**src/rtl/wave_display_mc_if.sv**
```systemverilog
// Pixel-stream, sample-RAM and colour-output signals of the multi-channel
// wave display, bundled so the renderer and its surroundings connect in one go.
interface wave_display_mc_if #(
  parameter int CHANNELS = 4,
  parameter int SAMPLE_W = 8,
  parameter int COL_BITS = 7
);
  localparam int CH_W   = (CHANNELS > 1) ? $clog2(CHANNELS) : 1;
  localparam int ADDR_W = 1 + CH_W + COL_BITS;

  // Pixel timing side
  logic [10:0]          x;
  logic [9:0]           y;
  logic                 valid;
  // Display controls
  logic                 read_index;
  logic [CHANNELS-1:0]  ch_enable;
  logic                 dot_mode;
  // Sample RAM port: {index, channel, column}, data one clk after address
  logic [ADDR_W-1:0]    read_address;
  logic [SAMPLE_W-1:0]  read_value;
  // Registered pixel output
  logic                 valid_pixel;
  logic [7:0]           r;
  logic [7:0]           g;
  logic [7:0]           b;

  // Drives pixels/controls and serves the RAM; observes colour output.
  modport master (
    output x, y, valid, read_index, ch_enable, dot_mode, read_value,
    input  read_address, valid_pixel, r, g, b
  );

  // The renderer itself.
  modport slave (
    input  x, y, valid, read_index, ch_enable, dot_mode, read_value,
    output read_address, valid_pixel, r, g, b
  );
endinterface

```
**src/rtl/wave_display_mc.sv**
```systemverilog
// Multi-channel oscilloscope trace renderer. A small sequencer prefetches one
// sample per channel for the next column from a shared RAM port; at each
// column boundary the next/current/previous sample sets shift, and every pixel
// is tested against all enabled traces. Lowest channel index wins; the RGB
// output is registered (one clk latency).
module wave_display_mc #(
  parameter int CHANNELS    = 4,
  parameter int SAMPLE_W    = 8,
  parameter int COL_SHIFT   = 3,
  parameter int COL_BITS    = 7,
  parameter int X_START     = 256,
  parameter int Y_SHIFT     = 1,
  parameter int SCALE_SHIFT = 1,
  parameter int Y_OFFSET    = 32,
  // Channel 0 occupies the least significant 24 bits.
  parameter logic [24*CHANNELS-1:0] CH_COLORS =
    {24'hFFFFFF, 24'hFF00FF, 24'h00FFFF, 24'hFFFF00}
) (
  input  logic              clk,
  input  logic              reset,
  wave_display_mc_if.slave  bus
);

  localparam int CH_W     = (CHANNELS > 1) ? $clog2(CHANNELS) : 1;
  localparam int ADDR_W   = 1 + CH_W + COL_BITS;
  localparam int COL_W    = 1 << COL_SHIFT;
  localparam int NUM_COLS = 1 << COL_BITS;
  localparam int Y_W      = 10 - Y_SHIFT;
  localparam int X_END    = X_START + NUM_COLS * COL_W;
  localparam int X_PRE    = X_START - COL_W;

  localparam logic [CH_W-1:0]     K_LAST   = CH_W'(CHANNELS - 1);
  localparam logic [COL_BITS-1:0] COL_LAST = COL_BITS'(NUM_COLS - 1);

  typedef enum logic [1:0] {
    S_IDLE,
    S_FETCH,
    S_DRAIN
  } state_t;

  typedef logic [CHANNELS-1:0][SAMPLE_W-1:0] sample_set_t;

  // ---------------------------------------------------------------------------
  // Pixel position decode
  // ---------------------------------------------------------------------------
  logic [10:0]         dx;
  logic [COL_BITS-1:0] col;
  logic [Y_W-1:0]      y_val;
  logic                in_window;
  logic                at_boundary;
  logic                is_preroll;
  logic                first_col;
  logic                has_next;

  assign dx          = bus.x - 11'(X_START);
  assign col         = COL_BITS'(dx >> COL_SHIFT);
  assign y_val       = Y_W'(bus.y >> Y_SHIFT);
  assign in_window   = (int'(bus.x) >= X_START) && (int'(bus.x) < X_END);
  assign at_boundary = in_window && (dx[COL_SHIFT-1:0] == '0);
  assign is_preroll  = (int'(bus.x) == X_PRE);
  assign first_col   = (col == '0);
  assign has_next    = (col != COL_LAST);

  // ---------------------------------------------------------------------------
  // Sequencer state
  // ---------------------------------------------------------------------------
  state_t              state_q, state_d;
  logic [CH_W-1:0]     k_q, k_d;
  logic [COL_BITS-1:0] fcol_q, fcol_d;
  logic                line_index_q, line_index_d;
  logic                line_active_q, line_active_d;
  logic [ADDR_W-1:0]   addr_q;
  logic [ADDR_W-1:0]   addr_d;

  logic                start;
  logic                shift;
  logic                idx_start;
  logic [COL_BITS-1:0] fcol_start;
  logic                cap_en;
  logic [CH_W-1:0]     cap_ch;

  // A fetch starts at the pre-roll pixel, or at any boundary of an active line
  // that still has a column after it. Boundaries only count once pre-rolled.
  assign start      = bus.valid &&
                      (is_preroll || (line_active_q && at_boundary && has_next));
  assign shift      = bus.valid && line_active_q && at_boundary;
  assign idx_start  = is_preroll ? bus.read_index : line_index_q;
  assign fcol_start = is_preroll ? '0 : col + COL_BITS'(1);

  // Sequencer next-state: channel 0 goes out in the start cycle itself, the
  // rest one per clk in FETCH; each sample is captured one clk after issue.
  always_comb begin
    // NOTE: every signal written here gets a default first, so no latch is inferred.
    state_d       = state_q;
    k_d           = k_q;
    fcol_d        = fcol_q;
    line_index_d  = line_index_q;
    line_active_d = line_active_q;
    addr_d        = addr_q;
    cap_en        = 1'b0;
    cap_ch        = '0;

    case (state_q)
      S_FETCH: begin
        addr_d = {line_index_q, k_q, fcol_q};
        cap_en = 1'b1;
        cap_ch = k_q - CH_W'(1);
        if (k_q == K_LAST) begin
          state_d = S_DRAIN;
        end else begin
          k_d = k_q + CH_W'(1);
        end
      end
      S_DRAIN: begin
        cap_en  = 1'b1;
        cap_ch  = K_LAST;
        state_d = S_IDLE;
      end
      default: ;
    endcase

    if (start) begin
      addr_d  = {idx_start, CH_W'(0), fcol_start};
      fcol_d  = fcol_start;
      k_d     = CH_W'(1);
      state_d = (CHANNELS > 1) ? S_FETCH : S_DRAIN;
    end

    // The buffer select is sampled once per line; later flips are ignored.
    if (bus.valid && is_preroll) begin
      line_index_d  = bus.read_index;
      line_active_d = 1'b1;
    end

    // Leaving the active area abandons the line until the next pre-roll.
    if (!bus.valid) begin
      state_d       = S_IDLE;
      k_d           = '0;
      line_active_d = 1'b0;
      cap_en        = 1'b0;
    end
  end

  assign bus.read_address = addr_d;

  // Sequencer registers; addr_q keeps the last issued address while idle.
  always_ff @(posedge clk or posedge reset) begin
    // NOTE: sequential state uses non-blocking assignments so every register sees pre-edge values.
    if (reset) begin
      state_q       <= S_IDLE;
      k_q           <= '0;
      fcol_q        <= '0;
      line_index_q  <= 1'b0;
      line_active_q <= 1'b0;
      addr_q        <= '0;
    end else begin
      state_q       <= state_d;
      k_q           <= k_d;
      fcol_q        <= fcol_d;
      line_index_q  <= line_index_d;
      line_active_q <= line_active_d;
      addr_q        <= addr_d;
    end
  end

  // ---------------------------------------------------------------------------
  // Sample pipeline: next (being fetched), current and previous column
  // ---------------------------------------------------------------------------
  sample_set_t         nxt_q, cur_q, prev_q;
  logic [CHANNELS-1:0] nxt_vld_q, cur_vld_q, prev_vld_q;

  // Capture fetched samples and shift the column sets at each boundary.
  always_ff @(posedge clk or posedge reset) begin
    // NOTE: these sample sets are a handful of flops, not RAM, so they take the async reset like other state.
    if (reset) begin
      nxt_q      <= '0;
      cur_q      <= '0;
      prev_q     <= '0;
      nxt_vld_q  <= '0;
      cur_vld_q  <= '0;
      prev_vld_q <= '0;
    end else if (!bus.valid) begin
      nxt_vld_q  <= '0;
      cur_vld_q  <= '0;
      prev_vld_q <= '0;
    end else begin
      if (shift) begin
        prev_q     <= cur_q;
        cur_q      <= nxt_q;
        cur_vld_q  <= nxt_vld_q;
        prev_vld_q <= first_col ? '0 : cur_vld_q;
      end
      if (start) begin
        nxt_vld_q <= '0;
      end
      if (cap_en) begin
        nxt_q[cap_ch]     <= bus.read_value;
        nxt_vld_q[cap_ch] <= 1'b1;
      end
    end
  end

  // ---------------------------------------------------------------------------
  // Hit test
  // ---------------------------------------------------------------------------
  // Scale and offset a sample into a plot row, saturating at the top row.
  function automatic logic [Y_W-1:0] plot_of(input logic [SAMPLE_W-1:0] s);
    logic [Y_W:0] sum;
    sum = (Y_W+1)'(s >> SCALE_SHIFT) + (Y_W+1)'(Y_OFFSET);
    return sum[Y_W] ? '1 : sum[Y_W-1:0];
  endfunction

  sample_set_t                  cur_v, prev_v;
  logic [CHANNELS-1:0]          cur_vld_v, prev_vld_v;
  logic [CHANNELS-1:0][Y_W-1:0] plot_cur, plot_prev;
  logic [CHANNELS-1:0]          hit;
  logic [23:0]                  color;

  // The boundary pixel already belongs to the new column, so it sees the
  // shifted view that the registers only take on at the end of this cycle.
  always_comb begin
    cur_v      = shift ? nxt_q : cur_q;
    prev_v     = shift ? cur_q : prev_q;
    cur_vld_v  = shift ? nxt_vld_q : cur_vld_q;
    prev_vld_v = shift ? (first_col ? '0 : cur_vld_q) : prev_vld_q;
  end

  // Per-channel hit and lowest-index colour selection.
  always_comb begin
    plot_cur  = '0;
    plot_prev = '0;
    hit       = '0;
    color     = '0;
    for (int i = 0; i < CHANNELS; i++) begin
      plot_cur[i]  = plot_of(cur_v[i]);
      plot_prev[i] = plot_of(prev_v[i]);
      if (bus.ch_enable[i] && cur_vld_v[i]) begin
        if (bus.dot_mode || !prev_vld_v[i]) begin
          hit[i] = (y_val == plot_cur[i]);
        end else begin
          hit[i] = ((y_val >= plot_prev[i]) && (y_val <= plot_cur[i])) ||
                   ((y_val >= plot_cur[i])  && (y_val <= plot_prev[i]));
        end
      end
    end
    for (int i = CHANNELS - 1; i >= 0; i--) begin
      if (hit[i]) begin
        color = CH_COLORS[24*i +: 24];
      end
    end
  end

  // ---------------------------------------------------------------------------
  // Registered output
  // ---------------------------------------------------------------------------
  logic [23:0] rgb_q;
  logic        valid_pixel_q;

  // Register the pixel colour and the window flag.
  always_ff @(posedge clk or posedge reset) begin
    if (reset) begin
      rgb_q         <= '0;
      valid_pixel_q <= 1'b0;
    end else begin
      valid_pixel_q <= bus.valid && in_window;
      rgb_q         <= (bus.valid && in_window) ? color : 24'h000000;
    end
  end

  assign bus.r           = rgb_q[23:16];
  assign bus.g           = rgb_q[15:8];
  assign bus.b           = rgb_q[7:0];
  assign bus.valid_pixel = valid_pixel_q;

endmodule

```
**src/flat_wrapper.sv**
```systemverilog
// flat-port wrapper written by rule: the top's interface ports become plain ports
module wave_display_mc_flat 
#(
  parameter int CHANNELS    = 4,
  parameter int SAMPLE_W    = 8,
  parameter int COL_SHIFT   = 3,
  parameter int COL_BITS    = 7,
  parameter int X_START     = 256,
  parameter int Y_SHIFT     = 1,
  parameter int SCALE_SHIFT = 1,
  parameter int Y_OFFSET    = 32,
                                                      
  parameter logic [24*CHANNELS-1:0] CH_COLORS =
    {24'hFFFFFF, 24'hFF00FF, 24'h00FFFF, 24'hFFFF00}
)
  (clk, reset, bus_x, bus_y, bus_valid, bus_read_index, bus_ch_enable, bus_dot_mode, bus_read_value, bus_read_address, bus_valid_pixel, bus_r, bus_g, bus_b);
  wave_display_mc_if #(.CHANNELS(CHANNELS), .SAMPLE_W(SAMPLE_W), .COL_BITS(COL_BITS)) bus_i ();
  input  logic clk;
  input  logic reset;
  input wire logic [$bits(bus_i.x)-1:0] bus_x;
  input wire logic [$bits(bus_i.y)-1:0] bus_y;
  input wire logic [$bits(bus_i.valid)-1:0] bus_valid;
  input wire logic [$bits(bus_i.read_index)-1:0] bus_read_index;
  input wire logic [$bits(bus_i.ch_enable)-1:0] bus_ch_enable;
  input wire logic [$bits(bus_i.dot_mode)-1:0] bus_dot_mode;
  input wire logic [$bits(bus_i.read_value)-1:0] bus_read_value;
  output wire logic [$bits(bus_i.read_address)-1:0] bus_read_address;
  output wire logic [$bits(bus_i.valid_pixel)-1:0] bus_valid_pixel;
  output wire logic [$bits(bus_i.r)-1:0] bus_r;
  output wire logic [$bits(bus_i.g)-1:0] bus_g;
  output wire logic [$bits(bus_i.b)-1:0] bus_b;
  assign bus_i.x = bus_x;
  assign bus_i.y = bus_y;
  assign bus_i.valid = bus_valid;
  assign bus_i.read_index = bus_read_index;
  assign bus_i.ch_enable = bus_ch_enable;
  assign bus_i.dot_mode = bus_dot_mode;
  assign bus_i.read_value = bus_read_value;
  assign bus_read_address = bus_i.read_address;
  assign bus_valid_pixel = bus_i.valid_pixel;
  assign bus_r = bus_i.r;
  assign bus_g = bus_i.g;
  assign bus_b = bus_i.b;
  wave_display_mc #(.CHANNELS(CHANNELS), .SAMPLE_W(SAMPLE_W), .COL_SHIFT(COL_SHIFT), .COL_BITS(COL_BITS), .X_START(X_START), .Y_SHIFT(Y_SHIFT), .SCALE_SHIFT(SCALE_SHIFT), .Y_OFFSET(Y_OFFSET), .CH_COLORS(CH_COLORS)) u_core (.clk(clk), .reset(reset), .bus(bus_i));
endmodule
```
**config.mk**
```make
export PLATFORM = sky130hd
export DESIGN_NAME = wave_display_mc_flat
export DESIGN_NICKNAME = d
export VERILOG_FILES = /design/src/rtl/wave_display_mc_if.sv /design/src/rtl/wave_display_mc.sv /design/src/flat_wrapper.sv
export SDC_FILE = /design/constraint.sdc
export NUM_CORES = 1
export LEC_CHECK = 0
export BUFFER_PORTS_ARGS = -buffer_cell sky130_fd_sc_hd__clkbuf_2
export CORE_UTILIZATION = 61
export DETAILED_ROUTE_END_ITERATION = 12
export PLACE_DENSITY = 0.82
export SLEW_MARGIN = 15
export SYNTH_ARGS = -nofsm -noshare
export SYNTH_HDL_FRONTEND = slang
export SYNTH_SLANG_ARGS = --single-unit
```
**constraint.sdc**
```tcl
create_clock -name clk -period 11.5 [get_ports clk]
set_input_delay 1.15 -clock clk [delete_from_list [all_inputs] [get_ports clk]]
set_output_delay 1.15 -clock clk [all_outputs]
set_load 0.1 [all_outputs]
```
==> results_dict.tcl <==
set metrics [dict create \
    power_w 0.001141 \
    drc 17 \
    post_cts_resized 0 \
    power.density_nw_per_um2 139.3 \
    power_frac_clock_pct 50.5 \
    antenna_cells 0 \
    critical_path_class "input port to output port" \
    post-route-period-util_pct 45.35 \
    antenna_found_initial 0 \
    finalCriticalPeriod_ns 5.216 \
    skew_ns 0.006092 \
    synthCells 787 \
    ctsHoldBuffers 0 \
    cp-start-kind "input port" \
    tightest_slew_ns 0.8923 \
    drt_wl_total_um 16660 \
    avgRoutedWirePerCell_um 16.80 \
    arrival_ns 4.07 \
    post-cts-setup-buffer-count 0 \
    synth_fp_nets 904 \
    synth_flop_cell "dfrtp_1" \
    clk_latency_ns 0.42 \
    ys.warnings.count 0 \
    synthTopCellsByArea "dfrtp_1, ha_1, nand2_1" \
    grt_overflow_total 0 \
    vias 5835 \
    ys_top_cells_by_count "nand2_1, dfrtp_1, ha_1, inv_1" \
    syn_to_final_growth_pct 13.05 \
    die_h_um 111.0 \
    power.leakage_nw 4.293 \
    tns_ns 0 \
    hold_viol_final 0 \
    clk_path_buf_depth 2 \
    nFillCells 799 \
    dieArea_um2 12320 \
    p_int_w 0.0008565 \
    grt_pass1_vias 6131 \
    peakVddDrop_uv 109.7 \
    place.gp.congestion 0.8930 \
    synth-edff-count 0 \
    critPathMaxFanout 17 \
    fmax_mhz 191.7 \
    port_buffers 70 \
    cpMostUsedCell "clkbuf_2" \
    setup-violations-final 0 \
    drive_above_1_share_pct 17.67 \
    yosys_register_bits 123 \
    clkTransAtPathRegs_ns 0.05 \
    first_pass_iters 9 \
    drtIter0Drc 372 \
    cp.required_ns 10.35 \
    viasPerCell 5.882 \
    htreeDepth 4 \
    start_util_pct 62.93 \
    crit_chain "clkbuf_2 -> inv_1 -> ha_1 -> nor4b_4 -> nand3_1 -> a21boi_2 -> a41oi_4 -> nor2_2 -> nand4b_1 -> o21ai_1 -> clkbuf_2" \
    maxSlewViolCount 0 \
    num_rows 39 \
    layout.nets 953 \
    p_seq_share_pct 39.4 \
    track_usage_pct 29.57 \
    hold_class "flop to flop" \
    grt_setup_unrepaired "no" \
    timing.slew.headroom_pct 40.51 \
    endpoint_kind "output port" \
    cap_violations 0 \
    status "finished, violations left" \
    io_pins 73 \
    synth.distinct_cells 60 \
    dpl.hpwl_um 11710 \
    postSynth.asyncResetShare_pct 100.0 \
    cpPeakStageDelay_ns 0.65 \
    fin_util_pct 71.14 \
    cts_buffers 17 \
    p_sw_share_pct 24.93 \
    yosysTopAreaCell "dfrtp_1" \
    synth-seq-area-share_pct 42.47 \
    cts_sinks 123 \
    synth_top_area_share_pct 42.47 \
    p_sw_w 0.0002844 \
    grt_pass1_wl_um 28570 \
    syn-mean-instance-area_um2 9.208 \
    syn-cell-area_um2 7247 \
    slowest_stage "nor2_2" \
    root_buffer "clkbuf_16" \
    grt_start_max_net_pins 68 \
    die_x_um 111.0 \
    violations "design-rule violations" \
    cts_tree "yes" \
    yosysMostFrequentCell "nand2_1" \
    p_comb_share_pct 10.1 \
    ant_nets 0 \
    coreArea_um2 11520 \
]
-- placed cells by master, fill, tap and decap left out, types with 3 or more instances in the layout --
cell and count:
nand2_1 225, dfrtp_1 123, ha_1 79, clkbuf_2 70
inv_1 64, a21oi_1 28, mux2_2 28, nor2_1 22
o21ai_0 20, nand3_1 19, mux2i_1 17, clkbuf_16 17
nor3_1 11, nand4_1 11, nand2b_1 7, a211oi_1 7
or3_1 4, xor2_1 4, nand3b_1 4, xnor2_1 4
a31oi_1 4, nor4_1 4, a211o_1 4, o211ai_1 4
bufinv_16 4, or3_4 3, a21o_1 3, nor2b_1 3
o21ai_2 3, clkbuf_8 3, clkinv_4 3, buf_4 3
-- critical path, delay by kind of cell --
kind                       cells  cell delay [ns]
AOI/OAI and AO/OA              3             0.64
adders and majority gates      1             0.17
buffers and inverters          3             0.72
and+or+nand+nor                4             1.36
-- metrics by stage --
step	setup slack, ns	cells	hold WS, ns	instance area (µm²)
floorplan	5.645	787	0.4394	7247
global placement	6.445	960	0.4513	7555
detailed placement	6.253	960	0.4565	7555
CTS	6.304	992	0.4707	8193
global route	6.081	992	0.4880	8193
finish	6.284	992	0.4690	8193
-- power groups by stage --
stage	combinational [W]	clock [W]	sequential (W)
2_1_floorplan	0.0000810	0	0.000457
3_3_place_gp	0.000109	0	0.000456
3_5_place_dp	0.000114	0	0.000457
4_1_cts	0.000115	0.000579	0.000449
5_1_grt	0.000127	0.000600	0.000450
6_report	0.000116	0.000576	0.000449
-- sequential cells by signal, summed over array words and instances, names as in the netlist, 2 cells and up --
signal / flops
u_core.rgb_q: 3
u_core.addr_q: 10
u_core.cur_q: 28
u_core.cur_vld_q: 4
u_core.prev_vld_q: 4
u_core.prev_q: 28
u_core.nxt_q: 28
u_core.fcol_q: 7
u_core.k_q: 2
u_core.state_q: 2
u_core.nxt_vld_q: 4
-- per-layer routing --
| metal | vias to the layer above | GRT usage, % | part of all wire (%) |
|---|---|---|---|
| li1 | 2739 | - | - |
| met1 | 2847 | 35.96 | 42 |
| met2 | 205 | 49.64 | 50 |
| met3 | 44 | 7.108 | 5.3 |
| met4 | 0 | 13.88 | 2.6 |
| met5 | - | 0 | 0 |
-- cell families after synthesis --
| group | synth area share (%) |
|---|---|
| compound gates | 8.995 |
| buf+inv | 6.941 |
| fa+ha+maj | 13.64 |
| simple gates | 20.13 |
| flops | 42.47 |
| mux | 6.854 |
| xor+xnor | 0.9668 |
-- path summary, 6_finish.rpt --
check / from / end / slack [ns] / cells after the start
worst max register to register: u_core.line_active_q / u_core.rgb_q[15] / 7.59 / 15
worst min register to register: u_core.prev_q[13] / u_core.prev_q[13] / 0.47 / 2
max in group asynchronous: reset / u_core.cur_q[11] / 9.41 / 3
worst max-delay path: bus_x[3] / bus_read_address[6] / 6.28 / 11
min in group asynchronous: reset / u_core.bus.valid_pixel / 0.87 / 2
worst min-delay path: u_core.prev_q[13] / u_core.prev_q[13] / 0.47 / 2
-- cell type report --
cell class	instances	area, µm²	area share, %
multi-input combinational	555	3675	44.85
sequential	123	3078	37.57
clock buffer	22	474.2	5.788
timing repair buffer	73	372.9	4.551
inverter	66	250.2	3.054
tap	143	178.9	2.184
clock inverter	10	163.9	2.001
(Power assumes the default switching activity.)
